**config.mk**
```make
export PLATFORM = sky130hd
export DESIGN_NAME = hsi_ccw_src
export DESIGN_NICKNAME = d
export VERILOG_FILES = /design/src/rtl/hsi_ccw_src.sv
export SDC_FILE = /design/constraint.sdc
export NUM_CORES = 1
export LEC_CHECK = 0
export CAP_MARGIN = 20
export CORE_UTILIZATION = 65
export DETAILED_ROUTE_END_ITERATION = 7
export HOLD_SLACK_MARGIN = 0.06
export MAX_ROUTING_LAYER = met4
export PLACE_DENSITY = 0.85
export SLEW_MARGIN = 30
export SYNTH_ARGS = -nofsm -noshare
export SYNTH_HDL_FRONTEND = slang
export SYNTH_SLANG_ARGS = --single-unit
```
**constraint.sdc**
```tcl
create_clock -name clk -period 5.2 [get_ports clk]
set_clock_uncertainty 0.15 [all_clocks]
set_input_delay 0.78 -clock clk [delete_from_list [all_inputs] [get_ports clk]]
set_output_delay 0.78 -clock clk [all_outputs]
set_load 0.01 [all_outputs]
```
**src/rtl/hsi_ccw_src.sv**
```systemverilog
// hsi_ccw_src: command-word source stage for the HSI master command path.
// Buffers one host frame, streams it byte by byte to the master, then holds
// it for retransmission until a good reply arrives or the repeats run out.
// Ports:
//   clk, n_rst          clock, synchronous active-low reset
//   abort               synchronous return to LOAD (buffer contents kept)
//   wr_en/wr_byte/wr_last, wr_rdy     host write side
//   ccw_tx_rdy/ccw_byte/ccw_rx_rdy    master byte handshake
//   ccw_accepted        pulse when the last byte of the frame was taken
//   ccw_repeat_req/reply_ok           master reply status
//   done/fail           frame outcome pulses
//   attempts            retransmissions performed for the current frame
module hsi_ccw_src #(
  parameter int unsigned DEPTH       = 16,
  parameter int unsigned MAX_REPEATS = 3
) (
  input  logic                                  clk,
  input  logic                                  n_rst,
  input  logic                                  abort,
  input  logic                                  wr_en,
  input  logic [7:0]                            wr_byte,
  input  logic                                  wr_last,
  output logic                                  wr_rdy,
  output logic                                  ccw_tx_rdy,
  output logic [7:0]                            ccw_byte,
  input  logic                                  ccw_rx_rdy,
  output logic                                  ccw_accepted,
  input  logic                                  ccw_repeat_req,
  input  logic                                  reply_ok,
  output logic                                  done,
  output logic                                  fail,
  output logic [$clog2(MAX_REPEATS+1)-1:0]      attempts
);

  localparam int unsigned AW = $clog2(DEPTH);
  localparam int unsigned RW = $clog2(MAX_REPEATS + 1);

  localparam logic [1:0] ST_LOAD  = 2'b00;
  localparam logic [1:0] ST_SEND  = 2'b01;
  localparam logic [1:0] ST_AWAIT = 2'b10;

  logic [1:0]    r_state;
  logic [1:0]    w_next;
  logic [7:0]    r_buf [DEPTH];
  logic [AW-1:0] r_wr_ptr;
  logic [AW-1:0] r_rd_ptr;
  logic [AW-1:0] r_len_m1;   // frame length minus one, fits AW bits
  logic [RW-1:0] r_attempts;
  logic          r_wr_rdy;
  logic          r_tx_rdy;
  logic          r_accepted;
  logic          r_done;
  logic          r_fail;

  logic          w_commit;
  logic          w_last_rd;
  logic          w_step_rd;
  logic          w_done;
  logic          w_fail;
  logic          w_retx;
  logic          w_write;

  // Next-state and event decode; abort overrides every transition.
  always_comb begin
    w_next    = r_state;
    w_write   = 1'b0;
    w_commit  = 1'b0;
    w_step_rd = 1'b0;
    w_last_rd = 1'b0;
    w_done    = 1'b0;
    w_fail    = 1'b0;
    w_retx    = 1'b0;
    case (r_state)
      ST_LOAD: begin
        if (wr_en) begin
          w_write = 1'b1;
          // a full buffer forces the frame boundary regardless of wr_last
          if (wr_last || (r_wr_ptr == AW'(DEPTH - 1))) begin
            w_commit = 1'b1;
            w_next   = ST_SEND;
          end
        end
      end
      ST_SEND: begin
        if (ccw_rx_rdy) begin
          if (r_rd_ptr == r_len_m1) begin
            w_last_rd = 1'b1;
            w_next    = ST_AWAIT;
          end else begin
            w_step_rd = 1'b1;
          end
        end
      end
      ST_AWAIT: begin
        if (reply_ok) begin
          w_done = 1'b1;
          w_next = ST_LOAD;
        end else if (ccw_repeat_req) begin
          if (r_attempts < RW'(MAX_REPEATS)) begin
            w_retx = 1'b1;
            w_next = ST_SEND;
          end else begin
            w_fail = 1'b1;
            w_next = ST_LOAD;
          end
        end
      end
      default: w_next = ST_LOAD;
    endcase
    if (abort) begin
      w_next    = ST_LOAD;
      w_write   = 1'b0;
      w_commit  = 1'b0;
      w_step_rd = 1'b0;
      w_last_rd = 1'b0;
      w_done    = 1'b0;
      w_fail    = 1'b0;
      w_retx    = 1'b0;
    end
  end

  // State register.
  always_ff @(posedge clk) begin
    if (!n_rst) r_state <= ST_LOAD;
    else        r_state <= w_next;
  end

  // Frame buffer; cleared only by reset, abort keeps its contents.
  always_ff @(posedge clk) begin
    if (!n_rst) begin
      for (int i = 0; i < int'(DEPTH); i++) r_buf[i] <= 8'h00;
    end else if (w_write) begin
      r_buf[r_wr_ptr] <= wr_byte;
    end
  end

  // Pointers, length and retransmission counter.
  always_ff @(posedge clk) begin
    if (!n_rst || abort) begin
      r_wr_ptr   <= '0;
      r_rd_ptr   <= '0;
      r_len_m1   <= '0;
      r_attempts <= '0;
    end else begin
      if (w_write)            r_wr_ptr <= AW'(r_wr_ptr + 1'b1);
      if (w_done || w_fail)   r_wr_ptr <= '0;
      if (w_commit) begin
        r_len_m1   <= r_wr_ptr;
        r_rd_ptr   <= '0;
        r_attempts <= '0;
      end
      if (w_step_rd)          r_rd_ptr <= AW'(r_rd_ptr + 1'b1);
      if (w_retx) begin
        r_rd_ptr   <= '0;
        r_attempts <= RW'(r_attempts + 1'b1);
      end
    end
  end

  // Registered status outputs decoded from the next state / events.
  always_ff @(posedge clk) begin
    if (!n_rst) begin
      r_wr_rdy   <= 1'b1;
      r_tx_rdy   <= 1'b0;
      r_accepted <= 1'b0;
      r_done     <= 1'b0;
      r_fail     <= 1'b0;
    end else begin
      r_wr_rdy   <= (w_next == ST_LOAD);
      r_tx_rdy   <= (w_next == ST_SEND);
      r_accepted <= w_last_rd;
      r_done     <= w_done;
      r_fail     <= w_fail;
    end
  end

  assign wr_rdy       = r_wr_rdy;
  assign ccw_tx_rdy   = r_tx_rdy;
  assign ccw_accepted = r_accepted;
  assign done         = r_done;
  assign fail         = r_fail;
  assign attempts     = r_attempts;
  assign ccw_byte     = r_buf[r_rd_ptr];

endmodule

```
# == Word level (Yosys, flattened, before mapping) ==
# Memory sizes are Yosys's and may differ from the RTL's. A register that Yosys moved wholly into a read port is not among the register bits.
# Index checks and enable logic that the tools add are counted.
# Widths: inputs -> output; s select.
# word_totals
register_bits,21
ram_bits,128
in_bits,16
out_inout_bits,15
word_cells,82
n_memories,1
# mem_list
name,words,word_bits,read_ports,rd_ports_with_merged_regs,wr,line_no,text
r_buf,16,8,1,1,16,44,logic [7:0] r_buf [DEPTH];
# op_classes
add_sub_neg,3
magnitude_cmp,1
n_eq_ne,5
mux,47
bitwise,3
n_reduce_logical,12
# ops
op,n
$mux 1,31
$mux 4,5
$mux 2,9
$add 4x1->4 const B,2
$mux 8,1
$reduce_or 8->1,1
$pmux 2 s3,1
$eq 2x1->1 const B,2
$eq 4x4->1,1
$eq 4x4->1 const B,1
$logic_not 2->1,2
$reduce_bool 2->1,2
$reduce_or 2->1,2
$reduce_or 4->1,1
$logic_or 1x1->1,3
$not 1->1,3
$add 2x1->2 const B,1
$eq 2x2->1 const B,1
$lt 2x2->1 const B,1
$logic_not 1->1,1

# == Logic depth before layout (Yosys ltp) ==
# logic_depth
word_depth,10
mapped_depth,7
mapped_depth_nobuf,6

# == Worst setup path after synthesis ==
# Ideal clock, no wire load.
# synth_timing
path_type,input-to-reg
start,input port abort
end,memory r_buf[12][0] (enable)
arrival_time_ns,2.238
t_required_ns,4.666
slack_ns,2.428
path_stages,4
path_buffers,1
path_cell_list,nand2b_1 -> or4_1 -> buf_2 -> o21ai_0
# synth_lines
item,line_no,text
from (decl),19,"input logic abort,"
to (decl),44,

==> metrics.csv <==
stage,metric,value,unit
detailed_routing,DRT Pass-1 Iters,5,
sta,setup violators final,0,
synthesis,"count leader, synth",and2_1,
clocking,Num CTS Buffers,17,
power_and_ir_drop,leakage power,2.883,nW
power_and_ir_drop,Comb pwr share,4.2,%
run,Max Cap Viol,0,
synthesis,post-synthesis cell type count,48,
finish,Antenna Cells,0,
min_path,worst hold stages,2,
grt,GRT Total Usage,31.51,%
finish,Layout area overhead,14.65,%
setup_path,r2r setup slk,2.44,ns
setup_path,crit path max fanout,21,
setup_path,Worst path most repeated cell,mux4_2,
power_and_ir_drop,P_sw,0.0005606,W
power_and_ir_drop,P_int,0.002239,W
clocking,root buffer cell,clkbuf_8,
setup_path,CP Class,flop to primary output,
power_and_ir_drop,clock share of power,46.6,%
synthesis,synthesized cell area,7099,µm²
clocking,worst skew pair latency,0.53,ns
detailed_routing,drt via density,6.258,
die,Die ar.,11340,µm²
sta,setup_tns,0,ns
sta,setup ws final,1.044,ns
outcome,status,completed,
synthesis,Cells after Synth,477,
clocking,"Setup Fix Bufs, Post-CTS",0,
synthesis,register area share after synthesis,61.19,%
die,Initial Utilization,67.85,%
clocking,htree depth,4,
setup_path,Critical-path top delay cell,mux4_2,
setup_path,CP endpoint kind,primary output,
min_path,Worst Hold Launch,attempts[1],
sta,Max Transition Viols Final,0,
sta,relative slew slack,45.21,%
setup_path,Critical Path AT,3.23,ns
synthesis,yosys warns,0,
clocking,hold_buf cts,0,
min_path,hold path endpoint,attempts[1],
power_and_ir_drop,VDD IR-drop max,0.1790,mV
finish,Final Net Count,532,
place,Port Buf Inserts,30,
synthesis,Synth top area share,54.14,%
detailed_routing,# DRC,0,
sta,achievable clock frequency,240.6,MHz
grt,largest net degree at the start of global routing,33,
synthesis,syn avg cell area,14.88,µm²
sta,Worst-Margin Slew,0.8112,ns
synthesis,most area-consuming cells after synthesis,"edfxtp_1 (54%), mux4_2 (13%), and2_1 (11%)",
grt,first-pass GRT wire length,24.38,mm
synthesis,"area leader, netlist",edfxtp_1,
detailed_routing,Detail Route Antenna Nets,0,
die,Core ar.,10460,µm²
clocking,CTS clock-pin slew for the worst setup and hold paths,0.06,ns
finish,Non-Filler Instances,659,
place,Cells after DPL,627,
detailed_routing,final wirelength,15.41,mm
synthesis,Post-synth EDFFs,128,
synthesis,Syn Nets,499,
setup_path,Worst Path Buf+Inv,2,
synthesis,"Top FF cell, synth",edfxtp_1,
place,pre-CTS setup slack,0.9988,ns
setup_path,Startpoint Class,flop,
grt,vias in the first global route,4365,
clocking,clk buf depth,2,
power_and_ir_drop,P per Cell Area,343.9,nW/µm²
place,Final Wtd Congestion,0.8721,
synthesis,"FFs w/ async S/R, synth",0,%
power_and_ir_drop,power share of the sequential group,49.2,%
clocking,Num Clock Sinks,153,
detailed_routing,1st-iter DRT viols,321,
sta,RSZ-0062 raised after global routing,no,
finish,share of layout cells above drive strength 1,19.31,%
power_and_ir_drop,sw frac,20.03,%
sta,crit path time final,4.156,ns
grt,GRT Residual Overflow,0,
detailed_routing,WL per Instance,23.38,µm
grt,initial antenna violation count,0,
setup_path,Worst path top cell family by delay,multiplexers,
place,Post-DP HPWL,10.28,mm
die,die height,106.5,µm
place,Placed Area,7516,µm²
sta,final hold viol count,0,
setup_path,Worst R2R End,r_buf[1][1],
die,Rows,37,
clocking,TritonCTS clock tree,yes,
setup_path,critical-path cell list,buf_4 -> mux4_2 -> mux4_2 -> clkdlybuf4s50_1,
min_path,min-delay worst type,flop to flop,
synthesis,"flops & latches, synth",153,
sta,Tcrit/Tclk final,79.93,%
die,io pins,31,
die,die width,106.5,µm
setup_path,Reg-to-Reg Start,r_state[0],
setup_path,Worst R2R Path Depth,4,
detailed_routing,DR vias,4124,
finish,post-route cell area,8139,µm²
setup_path,WP data required,4.27,ns
clocking,post-cts gate resize count,0,
synthesis,Post-synth top cells,"and2_1 (130), edfxtp_1 (128), mux4_2 (40)",
setup_path,CP max stage delay,0.63,ns
per-stage QoR:
stage	hold slack (ns)	util, %	total power [W]
floorplan	0.3307	-	0.001457
global placement	0.3348	71.84	0.001512
detailed placement	0.3524	71.84	0.001519
CTS	0.3603	77.79	0.002802
global route	0.3830	77.79	0.002867
finish	0.3620	77.79	0.002799
how the worst max path moves through the flow:
stage | from | to | slack [ns] | depth (start not counted)
3_3_place_gp | n_rst | r_buf[0][1] | 1.21 | 5
6_report | flop | ccw_byte[7] | 1.04 | 4
2_1_floorplan | abort | r_buf[12][0] | 2.43 | 4
5_1_grt | flop | ccw_byte[7] | 0.86 | 4
3_5_place_dp | n_rst | r_buf[0][2] | 1.0 | 5
4_1_cts | flop | ccw_byte[0] | 0.99 | 4
power by group through the flow:
stage          Clock, W  Combinational (W)  Sequential (W)
2_1_floorplan         0          0.0000634         0.00139
3_3_place_gp          0           0.000113         0.00140
3_5_place_dp          0           0.000117         0.00140
4_1_cts         0.00131           0.000119         0.00138
5_1_grt         0.00136           0.000126         0.00138
6_report        0.00130           0.000118         0.00138
layout by cell type, fill, tap and decap left out, types with 2 or more instances in the layout:
| cell | count |
|---|---|
| a211oi_1 | 2 |
| a21o_1 | 2 |
| a21oi_1 | 5 |
| a31o_1 | 3 |
| and2_1 | 130 |
| buf_4 | 11 |
| bufinv_16 | 5 |
| clkbuf_1 | 3 |
| clkbuf_16 | 16 |
| clkdlybuf4s50_1 | 30 |
| clkinv_2 | 2 |
| clkinv_4 | 2 |
| dfxtp_1 | 24 |
| edfxtp_1 | 128 |
| ha_1 | 6 |
| inv_1 | 3 |
| mux2i_1 | 5 |
| mux4_2 | 40 |
| nand2_1 | 8 |
| nand2b_1 | 11 |
| nand3_1 | 3 |
| nand3_4 | 2 |
| nand3b_1 | 2 |
| nor2_1 | 16 |
| nor2_2 | 6 |
| nor2_4 | 3 |
| nor3_1 | 5 |
| nor3_4 | 3 |
| nor3b_1 | 2 |
| o21ai_0 | 11 |
| o21ai_1 | 3 |
| or4_1 | 2 |
| xor2_1 | 6 |
worst reg2reg max path, delay by kind of cell, from the launching register on:
family           cells  cell delay, ns
flip-flops           1            0.41
AND/OR/NAND/NOR      4            1.84
area by class of cell:
cell class	count	area, µm²
flip-flops and latches	153	4345
multi-input cells	294	2606
fillers	623	2323
clock buffers	20	425.4
repair buffers	41	382.9
clock inverters	12	197.7
well taps	136	170.2
inverters	3	11.26
registers in the layout (all words and copies together), names as in the netlist, named ones only:
| signal | cells |
|---|---|
| r_state | 2 |
| r_buf | 128 |
| fail | 1 |
| ccw_tx_rdy | 1 |
| ccw_accepted | 1 |
| wr_rdy | 1 |
| r_wr_ptr | 4 |
| done | 1 |
| attempts | 2 |
| r_len_m1 | 4 |
| r_rd_ptr | 4 |
cell families (layout without fill, tap and decap cells):
kind of cell    after synthesis  count (layout)  synth area share, %
compound gates               34              34                3.102
xor+xnor                      7               7               0.8636
fa+ha+maj                     6               6                1.057
buf+inv                      30              76                2.097
flops                       153             153                61.19
mux                          45              45                13.39
simple gates                202             202                18.29
routing by layer:
metal,global-route usage (%),up-vias,routed length (µm)
met1,38.29,2081,5948
met4,12.82,0,478
met3,7.848,40,1000
met5,-,-,0
met2,51.07,168,7979
li1,-,1835,-
(Power assumes the default switching activity.)
==> patch 1: new RTL, same settings <==
Reset style: asynchronous (`n_rst`), changed in 3 clocked blocks. Comments in the files are not updated.
--- a/src/rtl/hsi_ccw_src.sv
+++ b/src/rtl/hsi_ccw_src.sv
@@ -122,3 +122,3 @@
   // State register.
-  always_ff @(posedge clk) begin
+  always_ff @(posedge clk or negedge n_rst) begin
     if (!n_rst) r_state <= ST_LOAD;
@@ -128,3 +128,3 @@
   // Frame buffer; cleared only by reset, abort keeps its contents.
-  always_ff @(posedge clk) begin
+  always_ff @(posedge clk or negedge n_rst) begin
     if (!n_rst) begin
@@ -160,3 +160,3 @@
   // Registered status outputs decoded from the next state / events.
-  always_ff @(posedge clk) begin
+  always_ff @(posedge clk or negedge n_rst) begin
     if (!n_rst) begin
Function: differs if n_rst is asserted again (counterexample within 4 cycles, from zero or initial values and one cycle with n_rst low); with n_rst held inactive, the same outputs for 4 cycles.
==> patch 1 against the original RTL <==
Sequential cell count shrank 4. Worst setup slack gained 32 ps. Design area shrank 2.8%. Critical path depth is the same. Utilization shrank 1.2 points. Wire length grew 0.14%. Total power shrank 2.7%. Maximum frequency grew 0.77%. Sequential share of layout area shrank 7.1 points. Via count shrank 2.6%. Synthesized cell count shrank 5.5%. Synthesized area shrank 2.8%. Largest power group is now clock. Highest routed layer unchanged.
==> patch 1: results (changes against the original RTL) <==
status = finished clean (unchanged)
global-route wire length before repair = 24500 um (was 24400 um)
Placed Area = 0.00726 mm2 (was 0.00752 mm2)
Placed Cells = 593 (was 627)
DR vias/cell = 6.42 (was 6.26)
CP max-delay cell = dfxtp_2 (was mux4_2)
synth unique cells = 42 (was 48)
leakage = 3.66 nW (was 2.88 nW)
# Post-CTS Setup Buffers = 0 (unchanged)
XOR/XNOR Fraction of Synth Area = 0.888% (was 0.864%)
crit path launch = r_rd_ptr[0]
Worst R2R Start = r_state[1] (was r_state[0])
post-synthesis compound-gate area fraction = 2.18% (was 3.10%)
syn_nets = 473 (was 499)
Nets = 498 (was 532)
DP Wirelength = 9550 um (was 10300 um)
top cells by count, synth = dfrtp_1, mux2_2, mux2_1 (was and2_1, edfxtp_1, mux4_2)
Syn Area/Cell = 15.3 um2 (was 14.9 um2)
worst vdd ir = 0.292 mV (was 0.179 mV)
port bufs = 30 (unchanged)
Synth area leaders = dfrtp_1, mux4_2, mux2_2 (was edfxtp_1, mux4_2, and2_1)
initial antenna violation count = 1 (was 0)
H-tree Lvls = 4 (unchanged)
reg2reg setup slack = 2800 ps (was 2440 ps)
hold crit path type = in -> async (was reg -> reg)
CP peak stage delay = 780 ps (was 630 ps)
Pint = 2.13 mW (was 2.24 mW)
largest net degree at the start of global routing = 73 (was 33)
Place WS = 1590 ps (was 999 ps)
Routed wire per std cell = 24.6 um (was 23.4 um)
Starting DRT DRC Count = 227 (was 321)
Adder-Cell Fraction of Synth Area = 1.09% (was 1.06%)
Slew HR = 41.7% (was 45.2%)
post-synthesis mux area share = 34.4% (was 13.4%)
post-cts resize count = 0 (unchanged)
gpl congestion = 0.849 (was 0.872)
fmax = 242 MHz (was 241 MHz)
Reg clk slew, reported paths = 60 ps (about the same)
WP data arrival = 3190 ps (was 3230 ps)
Largest register FFs = 128 (unchanged)
WL final = 15400 um (about the same)
vias in the first global route = 4344 (was 4365)
Max clock buf depth = 2 (unchanged)
end point of the critical path = ccw_byte[4] (was ccw_byte[7])
sequential area share after synthesis = 53.0% (was 61.2%)
GRT Overall Usage = 32.1% (was 31.5%)
reported clock group power = 1.32 mW
worst r2r dst = r_buf[3] (was r_buf[1][1])
share of cells above drive strength 1 = 37.6% (was 19.3%)
CTS Buf Count = 17 (unchanged)
Post-Route Hold Slack = 185 ps (was 362 ps)
Async SR Flop Fraction = 90.6% (was 0%)
Sequential Power Share = 44.6% (was 49.2%)
cells on worst reg2reg path = 4 (unchanged)
patch 1: cell type report:
cell class / instances / area (um2)
inverters: 5 / 18.8
well taps: 136 / 170
diodes: 1 / 2.50
clock buffers: 19 / 432
multi-input cells: 269 / 3090
clock inverters: 13 / 205
fillers: 619 / 2420
repair buffers: 34 / 332
flip-flops and latches: 149 / 3660
patch 1: per-layer routing:
layer / global-route usage (%) / routed length (um) / vias to the layer above
li1: - / - / 1738
met2: 49.4 / 7900 / 123
met1: 40.4 / 6200 / 2122
met5: - / 0 / -
met4: 15.7 / 479 / 0
met3: 7.86 / 843 / 35
patch 1: logic make-up after synthesis:
kind of cell               Yosys count
AOI/OAI and AO/OA                   24
and+or+nand+nor                     64
adders and majority gates            6
xor gates and xnor gates             7
muxes                              168
DFF                                149
buffers and inverters               33
patch 1: stage by stage:
stage	power (mW)	utilization, %
2_1_floorplan	1.33	-
3_3_place_gp	1.41	70.4
3_5_place_dp	1.42	70.4
4_1_cts	2.73	76.5
5_1_grt	2.80	76.6
6_report	2.72	76.6
==> patch 2: new RTL, same flow settings <==
Without the edit above. Change the parameter `MAX_REPEATS` from 3 to 2.
--- a/src/rtl/hsi_ccw_src.sv
+++ b/src/rtl/hsi_ccw_src.sv
@@ -14,3 +14,3 @@
   parameter int unsigned DEPTH       = 16,
-  parameter int unsigned MAX_REPEATS = 3
+  parameter int unsigned MAX_REPEATS = 2
 ) (
Check against the original RTL: not equivalent (Yosys sat finds a counterexample within 10 cycles, from zero or initial values and one cycle with n_rst low).
==> patch 2 against the original RTL <==
Wire length is 4.7% lower. Total power decreased by 0.97%. Synthesized area decreased by 2.9%. Sequential cell count unchanged. Non-clock buffer count did not move. Sequential share of layout area rose by 1.0 points. Worst setup slack got worse by 58 ps. Design area is 1.9% lower. Critical endpoint unchanged. Largest power group unchanged. Highest routed layer unchanged.
==> patch 2: results (changes against the original RTL) <==
Place WS = 1480 ps (was 999 ps)
CP max-delay cell = dfxtp_2 (was mux4_2)
fmax = 237 MHz (was 241 MHz)
GRT Overall Usage = 30.3% (was 31.5%)
Placed Area = 0.00736 mm2 (was 0.00752 mm2)
fraction of cell area in non-clock buffers = 4.79% (was 4.70%)
Nets = 524 (was 532)
XOR/XNOR Fraction of Synth Area = 0.890% (was 0.864%)
DR vias/cell = 6.25 (was 6.26)
Multi-input comb cells = 287 (was 294)
Placed Cells = 620 (was 627)
Clock-cell share = 7.76% (was 7.66%)
vias in the first global route = 4122 (was 4365)
area occupied by multi-input gates = 0.00246 mm2 (was 0.00261 mm2)
sequential area share after synthesis = 63.0% (was 61.2%)
met1 usage = 37.6% (was 38.3%)
Starting DRT DRC Count = 395 (was 321)
WP data arrival = 3280 ps (was 3230 ps)
CP peak stage delay = 840 ps (was 630 ps)
syn_nets = 486 (was 499)
worst r2r dst = r_buf[0][0] (was r_buf[1][1])
post-synthesis mux area share = 13.1% (was 13.4%)
WL final = 14700 um (was 15400 um)
Final Non-Filler Cells = 652 (was 659)
Pwr Density = 347 mW/mm2 (was 344 mW/mm2)
status = finished clean (unchanged)
CLK BUF = 21 (was 20)
met3 wire length = 1250 um (was 1000 um)
M2 GR Usage = 48.3% (was 51.1%)
post-synthesis compound-gate area fraction = 3.12% (was 3.10%)
Worst-Margin Slew = 820 ps (was 811 ps)
metal2 WL = 7440 um (was 7980 um)
Adder-Cell Fraction of Synth Area = 0.908% (was 1.06%)
fraction of area in registers = 54.4% (was 53.4%)
## patch 2: cell count changes after synthesis, sizes merged, moves of 3 or more
cell    change
mux2i       -5
buf        -11
o22ai       +3
nand2b      -3
nand2       -3
clkbuf      +6
nand3       +3
## patch 2: worst min-delay path, cell delays in order (launching register included)
cell and delay (ps):
dfxtp_1 330, nand3b_1 90, a21oi_1 50
## patch 2: worst min path at each step
stage	depth (start not counted)	to	start	slack (ps)
2_1_floorplan	2	r_len_m1[0]	r_len_m1[0]	330
3_3_place_gp	2	fail	attempts[1]	340
3_5_place_dp	2	fail	attempts[1]	360
4_1_cts	2	attempts[0]	attempts[0]	370
5_1_grt	2	fail	attempts[1]	400
6_report	2	attempts[0]	attempts[0]	370
## patch 2: report_power, final
part           switching [mW]  total, mW  internal, mW
Sequential             0.0170       1.38          1.36
Combinational          0.0669      0.117        0.0503
Clock                   0.470       1.27         0.805
Total                   0.554       2.77          2.22
